--- src/rtl/b01_result_packer.sv ---
// b01_result_packer: capture stage for the b01 serial flag comparator.
// Deserialises OUTP_IN (bit 0 first) into WIDTH-bit words framed by FRAME_START,
// counts OVF_IN events per word (saturating) and queues completed words in a
// DEPTH-entry registered FIFO with a valid/ready handshake.
//
// Ports:
//   CK, RN          clock, asynchronous active-low reset
//   OUTP_IN, OVF_IN serial result bit / overflow flag, qualified by IN_EN
//   IN_EN           input sample valid this cycle
//   FRAME_START     with IN_EN: current bit is bit 0 of a new word
//   DATA_OUT        head word (0 when empty)
//   OVF_CNT_OUT     overflow count of the head word (0 when empty)
//   VALID_OUT       buffer non-empty
//   READY_IN        consumer takes the head word when VALID_OUT=1
//   DROP_OUT        one-cycle pulse: completed word discarded, buffer full
//   PAR_OUT         (B01_PACK_PARITY_EN only) XOR parity of the head word
//
// Optional feature macro: B01_PACK_PARITY_EN
module b01_result_packer #(
  parameter int unsigned WIDTH = 8,
  parameter int unsigned CNT_W = 4,
  parameter int unsigned DEPTH = 2
) (
  input  logic             CK,
  input  logic             RN,
  input  logic             OUTP_IN,
  input  logic             OVF_IN,
  input  logic             IN_EN,
  input  logic             FRAME_START,
  output logic [WIDTH-1:0] DATA_OUT,
  output logic [CNT_W-1:0] OVF_CNT_OUT,
  output logic             VALID_OUT,
  input  logic             READY_IN,
`ifdef B01_PACK_PARITY_EN
  output logic             PAR_OUT,
`endif
  output logic             DROP_OUT
);

  localparam int unsigned BIT_W = $clog2(WIDTH);
  localparam int unsigned OCC_W = $clog2(DEPTH + 1);
  localparam logic [CNT_W-1:0] CNT_MAX = '1;

  typedef enum logic {IDLE, COLLECT} state_t;

  // Collector state
  state_t           state;
  logic [BIT_W-1:0] bit_cnt;
  logic [WIDTH-1:0] shreg;
  logic [CNT_W-1:0] ovf_cnt;

  // FIFO storage; entry 0 is the head, unused entries are kept at zero
  logic [WIDTH-1:0] mem_data [DEPTH];
  logic [CNT_W-1:0] mem_ovf  [DEPTH];
  logic             mem_vld  [DEPTH];
`ifdef B01_PACK_PARITY_EN
  logic             mem_par  [DEPTH];
`endif
  logic [OCC_W-1:0] occ;

  // Collector decode
  logic             start_c;
  logic             shift_c;
  logic             last_c;
  logic [WIDTH-1:0] word_c;
  logic [CNT_W-1:0] ovf_next_c;

  always_comb begin
    start_c    = IN_EN & FRAME_START;
    shift_c    = (state == COLLECT) & IN_EN & ~FRAME_START;
    last_c     = shift_c & (bit_cnt == BIT_W'(WIDTH - 1));
    word_c     = shreg;
    word_c[bit_cnt] = OUTP_IN;
    ovf_next_c = (OVF_IN && (ovf_cnt != CNT_MAX)) ? ovf_cnt + CNT_W'(1) : ovf_cnt;
  end

  // Collector FSM: a FRAME_START restart wins over shifting in either state
  always_ff @(posedge CK or negedge RN) begin
    if (!RN) begin
      state   <= IDLE;
      bit_cnt <= '0;
      shreg   <= '0;
      ovf_cnt <= '0;
    end else if (start_c) begin
      state   <= COLLECT;
      bit_cnt <= BIT_W'(1);
      shreg   <= WIDTH'(OUTP_IN);
      ovf_cnt <= CNT_W'(OVF_IN);
    end else if (shift_c) begin
      if (last_c) begin
        // Continuous framing: stay in COLLECT, next valid bit is bit 0
        bit_cnt <= '0;
        shreg   <= '0;
        ovf_cnt <= '0;
      end else begin
        bit_cnt <= bit_cnt + BIT_W'(1);
        shreg   <= word_c;
        ovf_cnt <= ovf_next_c;
      end
    end
  end

  // FIFO next-state: pop shifts entries toward the head, push fills the tail
  logic             pop_c;
  logic             push_ok_c;
  logic             drop_c;
  logic [OCC_W-1:0] widx_c;
  logic [OCC_W-1:0] occ_nxt_c;
  logic [WIDTH-1:0] nxt_data [DEPTH];
  logic [CNT_W-1:0] nxt_ovf  [DEPTH];
  logic             nxt_vld  [DEPTH];
`ifdef B01_PACK_PARITY_EN
  logic             nxt_par  [DEPTH];
`endif

  always_comb begin
    nxt_data = mem_data;
    nxt_ovf  = mem_ovf;
    nxt_vld  = mem_vld;
`ifdef B01_PACK_PARITY_EN
    nxt_par  = mem_par;
`endif
    pop_c     = mem_vld[0] & READY_IN;
    push_ok_c = last_c & ((occ != OCC_W'(DEPTH)) | pop_c);
    drop_c    = last_c & ~push_ok_c;
    widx_c    = pop_c ? occ - OCC_W'(1) : occ;
    occ_nxt_c = occ + OCC_W'(push_ok_c) - OCC_W'(pop_c);

    if (pop_c) begin
      for (int i = 0; i < int'(DEPTH) - 1; i++) begin
        nxt_data[i] = mem_data[i+1];
        nxt_ovf[i]  = mem_ovf[i+1];
        nxt_vld[i]  = mem_vld[i+1];
`ifdef B01_PACK_PARITY_EN
        nxt_par[i]  = mem_par[i+1];
`endif
      end
      nxt_data[DEPTH-1] = '0;
      nxt_ovf[DEPTH-1]  = '0;
      nxt_vld[DEPTH-1]  = 1'b0;
`ifdef B01_PACK_PARITY_EN
      nxt_par[DEPTH-1]  = 1'b0;
`endif
    end

    if (push_ok_c) begin
      for (int i = 0; i < int'(DEPTH); i++) begin
        if (OCC_W'(i) == widx_c) begin
          nxt_data[i] = word_c;
          nxt_ovf[i]  = ovf_next_c;
          nxt_vld[i]  = 1'b1;
`ifdef B01_PACK_PARITY_EN
          nxt_par[i]  = ^word_c;
`endif
        end
      end
    end
  end

  // FIFO registers and drop pulse
  always_ff @(posedge CK or negedge RN) begin
    if (!RN) begin
      for (int i = 0; i < int'(DEPTH); i++) begin
        mem_data[i] <= '0;
        mem_ovf[i]  <= '0;
        mem_vld[i]  <= 1'b0;
`ifdef B01_PACK_PARITY_EN
        mem_par[i]  <= 1'b0;
`endif
      end
      occ      <= '0;
      DROP_OUT <= 1'b0;
    end else begin
      mem_data <= nxt_data;
      mem_ovf  <= nxt_ovf;
      mem_vld  <= nxt_vld;
`ifdef B01_PACK_PARITY_EN
      mem_par  <= nxt_par;
`endif
      occ      <= occ_nxt_c;
      DROP_OUT <= drop_c;
    end
  end

  // Outputs come straight from the head-entry registers
  assign DATA_OUT    = mem_data[0];
  assign OVF_CNT_OUT = mem_ovf[0];
  assign VALID_OUT   = mem_vld[0];
`ifdef B01_PACK_PARITY_EN
  assign PAR_OUT     = mem_par[0];
`endif

endmodule

--- config.mk ---
export PLATFORM = sky130hd
export DESIGN_NAME = b01_result_packer
export DESIGN_NICKNAME = d
export VERILOG_FILES = /design/src/rtl/b01_result_packer.sv
export SDC_FILE = /design/constraint.sdc
export NUM_CORES = 1
export LEC_CHECK = 0
export BUFFER_PORTS_ARGS = -buffer_cell sky130_fd_sc_hd__buf_2
export CELL_PAD_IN_SITES_DETAIL_PLACEMENT = 1
export CELL_PAD_IN_SITES_GLOBAL_PLACEMENT = 1
export CORE_ASPECT_RATIO = 0.7
export CORE_MARGIN = 5
export CORE_UTILIZATION = 46
export CTS_CLUSTER_DIAMETER = 150
export DETAILED_ROUTE_END_ITERATION = 10
export GPL_TIMING_DRIVEN = 0
export PLACE_DENSITY = 0.89
export SYNTH_ARGS = -nofsm -noshare
export SYNTH_HDL_FRONTEND = slang
export SYNTH_SLANG_ARGS = --single-unit
--- constraint.sdc ---
create_clock -name CK -period 2.5 [get_ports CK]
set_clock_uncertainty 0.05 [all_clocks]
set_input_delay 0.125 -clock CK [delete_from_list [all_inputs] [get_ports CK]]
set_output_delay 0.125 -clock CK [all_outputs]
set_load 0.005 [all_outputs]
### Word level (Yosys, flattened, before mapping)

Cells that the tools add are included.

| storage, ports and cells | value |
|---|---|
| word-level logic and storage cells | 63 |
| output and inout bits | 14 |
| input bits | 7 |
| bits in registers | 45 |

| cells by class | value |
|---|---|
| add/subtract/negate cells | 5 |
| reduce and logical (&&, ||, !) cells | 4 |
| multiplexer cells | 26 |
| bitwise gates (word level) | 10 |
| $lt $le $gt $ge | 2 |
| equal/unequal tests | 4 |

Operator list:

| kind | number |
|---|---|
| 2-to-1 mux 8 bit | 7 |
| 2-to-1 mux 16 bit | 2 |
| 2-to-1 mux 4 bit | 6 |
| 2-to-1 mux 3 bit | 3 |
| bitwise mux 8 bit | 1 |
| bitwise AND 1 bit | 7 |
| 2-to-1 mux 2 bit | 3 |
| adder 4 x 1 -> 4 bit (second input constant) | 1 |
| < comparator 3 x 4 -> 1 bit (second input constant) | 1 |
| inequality test 4 bit (second input constant) | 1 |
| adder 3 x 1 -> 3 bit (second input constant) | 1 |
| demux 1 bit (select 3 bit) | 1 |
| equality test 3 bit (second input constant) | 1 |
| >= comparator 3 x 1 -> 1 bit (second input constant) | 1 |
| 2-to-1 mux 1 bit | 3 |
| adder 2 x 1 -> 2 bit | 1 |
| equality test 1 x 2 -> 1 bit (first input constant) | 1 |
| logical AND 1 bit | 2 |
| logical NOT 2 bit | 1 |
| inequality test 2 bit (second input constant) | 1 |
| inverter 1 bit | 2 |
| nonzero test 2 bit | 1 |
| subtractor 2 x 1 -> 2 bit | 1 |
| subtractor 2 x 1 -> 2 bit (second input constant) | 1 |
| bitwise OR 1 bit | 1 |

### Longest topological paths before layout

Gate-level depths: netlist of run 1.

| logic depth | value |
|---|---|
| depth after elaboration | 8 |
| depth in mapped cells | 10 |
| depth with buffers taken out | 9 |

### Worst setup path before layout of run 1

OpenSTA, ideal clock, no wires.

| timing | value |
|---|---|
| path kind | register to register |
| start | register bit_cnt[1] |
| end | register occ[1] |
| path slack | 499 ps |
| setup time | 123 ps |
| path buffers | 0 |
| required time | 2327 ps |
| clock period less this slack | 2001 ps |
| data arrival time | 1828 ps |
| cell stages (with the launch flop) | 10 |
| cell sequence | dfrtp_1 ha_1 ha_1 nor3b_4 nand2_1 ha_1 inv_1 ha_1 xnor2_1 xnor2_1 |

| on the way | value |
|---|---|
| word-level cells in the longest chain between the ends | 5 |

RTL lines:

| item | RTL line | RTL |
|---|---|---|
| from (decl) | 48 | `logic [BIT_W-1:0] bit_cnt;` |
| from (signal assigned) | 96 | `bit_cnt <= bit_cnt + BIT_W'(1);` |
| equality test 3 bit | 71 | `last_c = shift_c & (bit_cnt == BIT_W'(WIDTH - 1));` |
| bitwise AND 1 bit | 71 |  |
| bitwise AND 1 bit | 124 | `push_ok_c = last_c & ((occ != OCC_W'(DEPTH)) \| pop_c);` |
| adder 2 x 1 -> 2 bit | 127 | `occ_nxt_c = occ + OCC_W'(push_ok_c) - OCC_W'(pop_c);` |
| subtractor 2 x 1 -> 2 bit | 127 |  |
| via occ_nxt_c[1] | 108 | `logic [OCC_W-1:0] occ_nxt_c;` |
| to (signal assigned) | 180 | `occ <= occ_nxt_c;` |
| to (decl) | 59 | `logic [OCC_W-1:0] occ;` |

The timed path passes the listed nets, and every way through them passes these cells.
A chain may end at the register's enable or synchronous reset.

### Final worst setup path of run 1

Ends and elaborated chain as after synthesis.

==> summary.md, run 1 <==
| Metric | Value |
|---|---|
| Status | completed |
| Clock power frac | 0.283 |
| Fraction of layout cells with a size suffix above 1 | 0.192 |
| Final Instance Area | 2550 um2 |
| Hold Startpoint | FRAME_START |
| Ports | 21 |
| Worst slew pin tran | 1.02 ns |
| Switch share | 0.303 |
| Fillers | 537 |
| Internal power | 1100 uW |
| Clock Latency Late Sink | 0.30 ns |
| CP endpoint kind | flip-flop |
| Largest family of logic cells by synthesized area | multiplexers |
| Worst Setup Start Kind | flip-flop |
| Synth Area in Adders | 0.0329 |
| CTS HTree Levels | 2 |
| Initial DRC count | 46 |
| Cell with the most instances after synthesis | mux2i_1 |
| CTS buffer count | 5 |
| Clk pin slew, worst setup/hold paths | 0.08 ns |
| Post-Synth Simple-Gate Area | 0.119 |
| Min Tclk post-route | 2.31 ns |
| Largest net degree at the start of global routing | 46 |
| Seq pwr share | 0.529 |
| Delay-heaviest family, CP | adder cells |
| Vias in the first global route | 1660 |
| Seq/Total Area, Yosys | 0.494 |
| Slowest stage delay, CP | 0.51 ns |
| Top FF cell, synth | dfrtp_1 |
| Comb pwr share | 0.189 |
| Setup_tns | 0 ns |
| Die height | 68.9 um |
| Root Driver | clkbuf_8 |
| Die area | 6490 um2 |
| Syn_area_per_cell | 10.8 um2 |
| First-pass GRT wire length | 8310 um |
| Final setup fails | 0 |
| Mapped cell area | 2280 um2 |
| Period utilization | 0.923 |
| Critical path class | reg -> reg |
| Routed Antenna Nets | 0 |
| Critical R2R Launch | bit_cnt[1]$_DFFE_PN0P_ |
| Max Fclk | 0.433 GHz |
| Synth area leader | dfrtp_1 |
| Rows | 21 |
| GPL Wtd Cong | 0.731 |
| Worst path slowest cell | dfrtp_1 |
| Length in cells of the worst reg-to-reg path | 9 |
| Overflow after GRT | 0 |
| Synth Area in Compound Gates | 0.0648 |
| DRC Markers | 0 |
| RR Endpoint | occ[1]$_DFF_PN0_ |
| Die width | 94.1 um |
| Critical-path cell list | ha_1 > ha_1 > nor3b_4 > nand2_1 > ha_1 > inv_1 > ha_1 > xnor2_1 > xnor2_1 |
| Core Footprint | 4780 um2 |
| Yosys cell types | 30 |
| Tot Pwr | 1580 uW |
| Levels on crit path | 9 |
| TritonCTS clock tree | done |
| Yosys warnings | 0 |
| Worst path arrival time | 2.49 ns |
| Worst endpoint required time | 2.68 ns |
| Clock Sinks | 45 |
| Cells after DPL | 299 |
| Drt first pass iters | 4 |
| Synth cell count leaders | mux2i_1 (47), dfrtp_1 (45), nand2_1 (34) |
| Initial Utilization | 0.477 |
| Pwr/cell area | 617 nW/um2 |
| Worst Path Buf+Inv | 1 |
| Nets | 251 |
| Mux contribution to synthesized area | 0.206 |
| Hold crit path type | in -> reg |
| Number of port buffers | 19 |
| Top cells by area, synth | dfrtp_1 (49%), mux2i_1 (21%), nand2_1 (5.6%) |
| Synth top area share | 0.494 |
| Max cap viols | 0 |
| XOR/XNOR Fraction of Synth Area | 0.0115 |
| Critical Path End | occ[1]$_DFF_PN0_ |
| Placement Cell Area | 2460 um2 |
| Cell mode on critical path | ha_1 |
| Worst R2R Setup Slack | 0.19 ns |
| Fin util | 0.534 |
| FF+latch count, synth | 45 |
| Endpoints failing hold | 0 |
| WL final | 5160 um |
| Initial antenna violation count | 0 |
| Routed len/inst | 16.8 um |
| Max Root-Sink Buffers | 2 |
| GR Util All Layers | 0.171 |
| Via/cell ratio | 5.23 |
| Syn Inst Count | 211 |
| RSZ-0062 raised after global routing | false |
| Slew Limit Fails | 0 |
| Post-synth ARST share | 1.00 |
| Crit-path max FO | 8 |
| Leak pwr | 0.00140 uW |
| Psw | 477 uW |
| EDFF count, synth | 0 |
| Worst rel slew slack | 0.318 |
| Vias after detailed routing | 1612 |
| Area grow syn2layout | 12.0% |
| Detailed Place HPWL | 3670 um |
| Post-route insts no fill | 308 |
| Antenna cell count | 0 |
| Synthesized Nets | 224 |
| CP Launch Point | bit_cnt[1]$_DFFE_PN0P_ |
| Worst IR Drop VDD | 289 uV |
[routing by layer]
metal  global-route usage  part of all wire
met1                0.225              0.48
met2                0.279              0.47
met3               0.0369             0.036
met5                    0                 0
met4               0.0721             0.015
[worst min-delay path by stage]
stage | end | slack [ns] | cells past startpoint
finish | bit_cnt[1]$_DFFE_PN0P_ | 0.10 | 2
global route | state$_DFFE_PN0P_ | 0.10 | 2
floorplan | DATA_OUT[0]$_DFF_PN0_ | -0.22 | 0
global placement | OVF_CNT_OUT[1]$_DFF_PN0_ | 0.30 | 1
CTS | bit_cnt[1]$_DFFE_PN0P_ | 0.09 | 2
detailed placement | OVF_CNT_OUT[1]$_DFF_PN0_ | 0.31 | 1
[power by group through the flow]
stage	clock network, uW	logic (uW)	registers [uW]
finish	445	297	833
detailed placement	0	289	846
floorplan	0	203	831
global placement	0	271	842
CTS	456	300	832
global route	484	333	840
[through the flow]
stage,hold WS (ns),setup WS (ns)
detailed placement,0.313,0.194
global placement,0.298,0.282
finish,0.102,0.193
global route,0.105,0.0670
CTS,0.0895,0.160
floorplan,-0.221,0.499
[cells by family after synthesis]
group,count (synthesis)
simple gates,57
compound gates,25
mux,47
flops,45
xor+xnor,3
buf+inv,28
fa+ha+maj,6
[flip-flops by register name, indices dropped and copies added (netlist names)]
signal,count
DROP_OUT,1
VALID_OUT,1
mem_data,8
DATA_OUT,8
bit_cnt,3
occ,2
OVF_CNT_OUT,4
ovf_cnt,4
state,1
mem_vld,1
shreg,8
mem_ovf,4
[placed cells by master, fill, tap and decap left out, drive strengths merged, types with 2 or more instances in the layout]
master,instances
nor2,3
clkbuf,11
dfrtp,45
nand2b,2
o21ai,19
inv,6
clkinv,2
nand3,4
xnor2,2
mux2i,47
ha,6
nor3,4
a32oi,2
nand2,35
buf,36
and3,3
nor3b,3
[cell type report]
| cell class | instances | area (um2) | area share |
|---|---|---|---|
| multi-input combinational | 138 | 990 | 0.388 |
| inverter | 6 | 22.5 | 0.00882 |
| clock buffer | 6 | 72.6 | 0.0284 |
| tap | 69 | 86.3 | 0.0338 |
| sequential | 45 | 1130 | 0.441 |
| clock inverter | 2 | 10.0 | 0.00392 |
| timing repair buffer | 20 | 105 | 0.0412 |
| buffer | 22 | 141 | 0.0554 |
[timing repair]
action | in CTS | in global routing
gates resized for setup | 0 | 0
hold buffers | 1 | 0
hold endpoints to repair | 45 | 0
setup buffers | 0 | 0
(Power assumes the default switching activity.)
==> run 2: changes to the inputs <==
--- a/config.mk
+++ b/config.mk
@@ -11,9 +11,10 @@
 export CORE_ASPECT_RATIO = 0.7
 export CORE_MARGIN = 5
-export CORE_UTILIZATION = 46
+export CORE_UTILIZATION = 35
+export CTS_BUF_LIST = sky130_fd_sc_hd__clkbuf_8 sky130_fd_sc_hd__clkbuf_16
 export CTS_CLUSTER_DIAMETER = 150
 export DETAILED_ROUTE_END_ITERATION = 10
 export GPL_TIMING_DRIVEN = 0
-export PLACE_DENSITY = 0.89
+export PLACE_DENSITY = 0.73
 export SYNTH_ARGS = -nofsm -noshare
 export SYNTH_HDL_FRONTEND = slang
==> constraint.sdc (replaced) <==
create_clock -name CK -period 2.5 [get_ports CK]
set_clock_uncertainty 0.05 [all_clocks]
set_input_delay 0.25 -clock CK [delete_from_list [all_inputs] [get_ports CK]]
set_output_delay 0.25 -clock CK [all_outputs]
set_load 0.005 [all_outputs]
==> summary.md, run 2 (synthesis gave the netlist of run 1 again) <==
| Metric | Value |
|---|---|
| RR Endpoint | occ[1]$_DFF_PN0_ |
| Cell mode on critical path | nand2_1 |
| Status | completed |
| Detailed Place HPWL | 3430 um (-6.4%) |
| Nets | 252 (+0.40%) |
| Clk pin slew, worst setup/hold paths | 0.08 ns (about the same) |
| WL final | 4840 um (-6.1%) |
| DRC Markers | 0 (unchanged) |
| Setup_tns | 0 ns (unchanged) |
| Die area | 8250 um2 (+27%) |
| First-pass GRT wire length | 8160 um (-1.8%) |
| RSZ-0062 raised after global routing | false |
| Initial antenna violation count | 0 (unchanged) |
| Critical-path cell list | nand2_1 > buf_2 > clkbuf_1 > nand2_1 > nand2_1 > ha_1 > inv_1 > ha_1 > xnor2_1 > xnor2_1 |
| Max Fclk | 0.443 GHz (+2.3%) |
| TritonCTS clock tree | done |
| Critical R2R Launch | VALID_OUT$_DFF_PN0_ |
| Slowest stage delay, CP | 0.49 ns (-0.02 ns) |
| CP endpoint kind | flip-flop |
| Leak pwr | 0.00141 uW (+0.73%) |
| Worst endpoint required time | 2.67 ns (about the same) |
| Drt first pass iters | 4 (unchanged) |
| Crit-path max FO | 10 (+2) |
| Tot Pwr | 1560 uW (-0.79%) |
| Clock Latency Late Sink | 0.29 ns (about the same) |
| Antenna cell count | 0 (unchanged) |
| Overflow after GRT | 0 (unchanged) |
| Worst rel slew slack | 0.295 (-0.0230) |
| Clock Sinks | 45 (unchanged) |
| Initial Utilization | 0.363 (-0.113) |
| CTS buffer count | 5 (unchanged) |
| Vias after detailed routing | 1587 (-1.6%) |
| Initial DRC count | 43 (-6.5%) |
| Min Tclk post-route | 2.26 ns (-0.0511 ns) |
| Length in cells of the worst reg-to-reg path | 10 (+1) |
| Die height | 77.5 um (+13%) |
| Worst path arrival time | 2.43 ns (-0.06 ns) |
| Delay-heaviest family, CP | buffers and inverters |
| CTS HTree Levels | 2 (unchanged) |
| Via/cell ratio | 5.01 (-4.3%) |
| Worst slew pin tran | 1.06 ns (+0.0345 ns) |
| Largest net degree at the start of global routing | 46 (unchanged) |
| Core Footprint | 6280 um2 (+31%) |
| Most common cell after layout, fill and taps aside | mux2i_1 |
| Worst path slowest cell | clkbuf_1 |
| Final setup fails | 0 (unchanged) |
| Worst R2R Setup Slack | 0.24 ns (+0.05 ns) |
| Routed Antenna Nets | 0 (unchanged) |
| Routed len/inst | 15.3 um (-8.8%) |
| Endpoints failing hold | 0 (unchanged) |
| Area grow syn2layout | 12.9% |
| Number of port buffers | 19 (unchanged) |
| Max cap viols | 0 (unchanged) |
| Ports | 21 (unchanged) |
| Worst Path Buf+Inv | 3 (+2) |
| Die width | 106 um (+13%) |
| Vias in the first global route | 1646 (-0.84%) |
| Hold crit path type | in -> async |
| GPL Wtd Cong | 0.773 (+5.7%) |
| Root Driver | clkbuf_8 |
| Worst IR Drop VDD | 301 uV (+4.2%) |
| Critical path class | reg -> reg |
| Fraction of layout cells with a size suffix above 1 | 0.197 (+0.00418) |
| Max Root-Sink Buffers | 2 (unchanged) |
| Period utilization | 0.903 (-0.0205) |
| GR Util All Layers | 0.124 (-0.0474) |
| Pwr/cell area | 607 nW/um2 (-1.6%) |
| Slew Limit Fails | 0 (unchanged) |
| Fillers | 719 (+34%) |
| Commonest non-fill, non-tap cells in the layout | mux2i_1 (47), dfrtp_1 (45), nand2_1 (34) |
| Worst Setup Start Kind | flip-flop |
| Rows | 24 (+14%) |
-- run 2: area by class of cell --
class	count	area [um2]	area share
timing repair buffer	21	110	0.0428
inverter	6	22.5	0.00875
tap	78	97.6	0.0379
buffer	22	141	0.0549
clock buffer	6	82.6	0.0321
clock inverter	1	3.75	0.00146
sequential	45	1130	0.438
multi-input combinational	138	990	0.385
-- run 2: per-layer routing --
metal	vias up	global-route usage	share of wire
li1	768	-	-
met1	788	0.168	0.49
met2	23	0.197	0.46
met3	8	0.0373	0.043
met4	0	0.0307	0.0091
met5	-	0	0
-- run 2: through the flow --
step | area, um2 | std cells | hold slack (ns) | setup WS, ns | util
2_1_floorplan | 2280 | 211 | -0.0956 | 0.499 | -
3_3_place_gp | 2470 | 308 | 0.411 | 0.273 | 0.394
3_5_place_dp | 2470 | 308 | 0.421 | 0.207 | 0.394
4_1_cts | 2560 | 315 | 0.117 | 0.186 | 0.408
5_1_grt | 2570 | 317 | 0.157 | 0.00235 | 0.410
6_report | 2570 | 317 | 0.0892 | 0.244 | 0.410
-- run 2: worst max path at each step --
| stage | slack (ns) | startpoint | endpoint | cells past startpoint |
|---|---|---|---|---|
| floorplan | 0.50 | bit_cnt[1]$_DFFE_PN0P_ | occ[1]$_DFF_PN0_ | 9 |
| finish | 0.24 | VALID_OUT$_DFF_PN0_ | occ[1]$_DFF_PN0_ | 10 |
| CTS | 0.19 | bit_cnt[1]$_DFFE_PN0P_ | occ[1]$_DFF_PN0_ | 9 |
| global route | 0.002 | VALID_OUT$_DFF_PN0_ | occ[1]$_DFF_PN0_ | 10 |
| detailed placement | 0.21 | bit_cnt[1]$_DFFE_PN0P_ | occ[1]$_DFF_PN0_ | 9 |
| global placement | 0.27 | bit_cnt[1]$_DFFE_PN0P_ | occ[1]$_DFF_PN0_ | 9 |
-- run 2: worst reg2reg max path, cell delays in order, from the launching register on --
cell	delay, ns
dfrtp_1	0.39
nand2_1	0.11
buf_2	0.25
clkbuf_1	0.49
nand2_1	0.12
nand2_1	0.09
ha_1	0.22
inv_1	0.05
ha_1	0.14
xnor2_1	0.13
xnor2_1	0.13
-- run 2: what timing repair did --
item	4_1_cts	5_1_grt
buffers inserted	0	2
resized for setup	0	0
endpoints found under the setup margin	0	1
hold buffers	0	0
-- run 2: power breakdown --
part,leakage (uW),total [uW],internal [uW],switching [uW]
registers,0.000613,828,781,47.0
clock network,0.0000485,452,216,236
logic,0.000745,283,121,162
total,0.00141,1560,1120,446
==> run 3: changes to the inputs <==
ABC_AREA = 1   (was not set)
PLACE_DENSITY = 0.76   (was 0.73)
==> summary.md, run 3 <==
| Metric | Value |
|---|---|
| Status | completed |
| FF/Latch Area | 1130 um2 (unchanged) |
| FF+latch count, synth | 45 (unchanged) |
| Synth area leader | dfrtp_1 |
| Detailed Place HPWL | 4670 um (+36%) |
| Root Driver | clkbuf_8 |
| Core Footprint | 6850 um2 (+9.2%) |
| Mapped cell area | 2490 um2 (+9.4%) |
| CP Launch Point | bit_cnt[0]$_DFFE_PN0P_ |
| Ports | 21 (unchanged) |
| Crit-path max FO | 8 (-2) |
| Area grow syn2layout | 13.4% |
| Max Fclk | 0.544 GHz (+23%) |
| Final setup fails | 0 (unchanged) |
| Leak pwr | 0.00158 uW (+12%) |
| Area of the multi-input gates | 1080 um2 (+9.2%) |
| CP endpoint kind | flip-flop |
| Worst rel slew slack | 0.298 (+0.00328) |
| Worst R2R Setup Slack | 0.66 ns (+0.42 ns) |
| RSZ-0062 raised after global routing | false |
| Initial antenna violation count | 0 (unchanged) |
| Die height | 80.6 um (+4.0%) |
| Number of port buffers | 20 (+1) |
| DRC Markers | 0 (unchanged) |
| GR Util All Layers | 0.154 (+0.0304) |
| Comb pwr share | 0.315 (+0.134) |
| Largest net degree at the start of global routing | 46 (unchanged) |
| Worst endpoint required time | 2.65 ns (-0.02 ns) |
| Post-synth ARST share | 1.00 (unchanged) |
| Antenna cell count | 0 (unchanged) |
| Critical path class | reg -> reg |
| Vias after detailed routing | 2116 (+33%) |
| Pwr/cell area | 821 nW/um2 (+35%) |
| Hold crit path type | in -> async |
| Seq/Total Area, Yosys | 0.452 (-0.0424) |
| Overflow after GRT | 0 (unchanged) |
| Max cap viols | 0 (unchanged) |
| Hold buffers post-CTS | 0 (unchanged) |
| Yosys cell types | 24 (-20%) |
| Die width | 111 um (+4.2%) |
| Fillers | 871 (+21%) |
| Synth cell count leaders | nand2_1 (130), dfrtp_1 (45), nand3_1 (36) |
| Setup_tns | 0 ns (unchanged) |
| Worst slew pin tran | 1.05 ns (-0.00491 ns) |
| GPL Wtd Cong | 0.760 (-1.7%) |
| Worst Setup Start Kind | flip-flop |
| Routed Antenna Nets | 0 (unchanged) |
| Length in cells of the worst reg-to-reg path | 7 (-3) |
| Drt first pass iters | 4 (unchanged) |
| Commonest non-fill, non-tap cells in the layout | nand2_1 (130), dfrtp_1 (45), nand3_1 (36) |
| Fraction of layout cells with a size suffix above 1 | 0.161 (-0.0361) |
| Seq pwr share | 0.435 (-0.095) |
| WL final | 6320 um (+30%) |
| Rows | 25 (+4.2%) |
| Endpoints failing hold | 0 (unchanged) |
| Top FF cell, synth | dfrtp_1 |
| Synthesized Nets | 340 (+52%) |
| Syn_area_per_cell | 7.63 um2 (-29%) |
| CTS buffer count | 5 (unchanged) |
| Initial DRC count | 63 (+47%) |
| Top cells by area, synth | dfrtp_1 (45%), nand2_1 (20%), nand3_1 (7.2%) |
| Worst IR Drop VDD | 233 uV (-23%) |
| Period utilization | 0.735 (-0.167) |
| First-pass GRT wire length | 10800 um (+33%) |
| Initial Utilization | 0.364 (+0.000781) |
| Nets | 367 (+46%) |
| Post-CTS Resized | 0 (unchanged) |
| Routed len/inst | 14.1 um (-7.9%) |
| Tot Pwr | 2320 uW (+49%) |
| Worst path arrival time | 1.99 ns (-0.44 ns) |
| Fin util | 0.413 (+0.00270) |
| Vias in the first global route | 2227 (+35%) |
| Via/cell ratio | 4.71 (-5.9%) |
| Critical R2R Launch | bit_cnt[0]$_DFFE_PN0P_ |
| TritonCTS clock tree | done |
| Clock Sinks | 45 (unchanged) |
| Synth top area share | 0.452 (-0.0424) |
| Hold Slack | 0.0743 ns (-0.0149 ns) |
| Clock power frac | 0.250 (-0.039) |
| Min Tclk post-route | 1.84 ns (-0.418 ns) |
| Internal power | 1550 uW (+39%) |
| Clock Latency Late Sink | 0.30 ns (about the same) |
| PnR worst setup slack | 0.662 ns (+0.418 ns) |
| Max Root-Sink Buffers | 2 (unchanged) |
| Yosys warnings | 0 (unchanged) |
| RR Endpoint | occ[1]$_DFF_PN0_ |
| Dpl ws | 0.645 ns (+0.438 ns) |
| Cell with the most instances after synthesis | nand2_1 |
| Postcts setup bufs | 0 (unchanged) |
| Most common cell after layout, fill and taps aside | nand2_1 |
| EDFF count, synth | 0 (unchanged) |
| Syn Inst Count | 327 (+55%) |
| Slew Limit Fails | 0 (unchanged) |
| Die area | 8940 um2 (+8.3%) |
| CTS HTree Levels | 2 (unchanged) |
| Psw | 769 uW (+73%) |
| Switch share | 0.331 (+0.0461) |
| Clk pin slew, worst setup/hold paths | 0.09 ns (about the same) |
-- run 3: cell types whose count changed after synthesis, moves of 3 or more --
cell      delta
and3_1       -3
buf_6        +4
clkbuf_1     -3
inv_1       +23
mux2i_1     -47
nand2_1     +96
nand2_4      +4
nand3_1     +32
nor2_1      +11
o21ai_0      +7
-- run 3: cell families (layout without fill, tap and decap cells) --
family | Yosys count | count (layout) | share of synthesized area
AO/OA/AOI/OAI | 27 | 27 | 0.0557
XOR/XNOR | 2 | 2 | 0.00703
adder cells (fa/ha/maj) | 6 | 6 | 0.0301
buffers and inverters | 53 | 81 | 0.115
flip-flops | 45 | 45 | 0.452
AND/OR/NAND/NOR | 194 | 194 | 0.341
-- run 3: final cells by class --
cell class | instances | share of cell area
repair buffers | 20 | 0.0354
multi-input cells | 229 | 0.382
flip-flops and latches | 45 | 0.398
well taps | 94 | 0.0416
plain buffers | 23 | 0.0615
inverters | 30 | 0.0398
clock inverters | 2 | 0.0119
clock buffers | 6 | 0.0292
-- run 3: power groups by stage --
stage                     Combinational, uW  Sequential, uW  Clock [uW]
final                                   731            1010         580
after CTS                               744            1020         601
after detailed placement                741            1030           0
after floorplan                         535             996           0
after global placement                  707            1020           0
after global routing                    850            1040         633
-- run 3: how the worst max path moves through the flow --
stage | end | slack, ns | cells after the start
after global placement | occ[1]$_DFF_PN0_ | 0.69 | 7
after CTS | occ[1]$_DFF_PN0_ | 0.63 | 7
after global routing | occ[1]$_DFF_PN0_ | 0.56 | 7
final | occ[1]$_DFF_PN0_ | 0.66 | 7
after detailed placement | occ[1]$_DFF_PN0_ | 0.65 | 7
after floorplan | occ[1]$_DFF_PN0_ | 0.80 | 7
-- run 3: critical path: stages, from the launching register on --
cell and delay (ns):
dfrtp_1 0.48, ha_1 0.19, ha_1 0.24, nand3_4 0.14, ha_1 0.30, inv_1 0.04
ha_1 0.17, xnor2_1 0.12
-- run 3: per-layer routing --
| metal | vias to the layer above | wire length, um | GRT usage |
|---|---|---|---|
| met1 | 1012 | 3280 | 0.204 |
| met2 | 28 | 2790 | 0.264 |
| met3 | 8 | 191 | 0.0294 |
| met5 | - | 0 | 0 |
| met4 | 0 | 54 | 0.0369 |
| li1 | 1068 | - | - |
-- run 3: stage by stage --
stage	instances	cell area, um2
CTS	449	2830
detailed placement	441	2710
floorplan	327	2490
global placement	441	2710
finish	449	2830
global route	449	2830
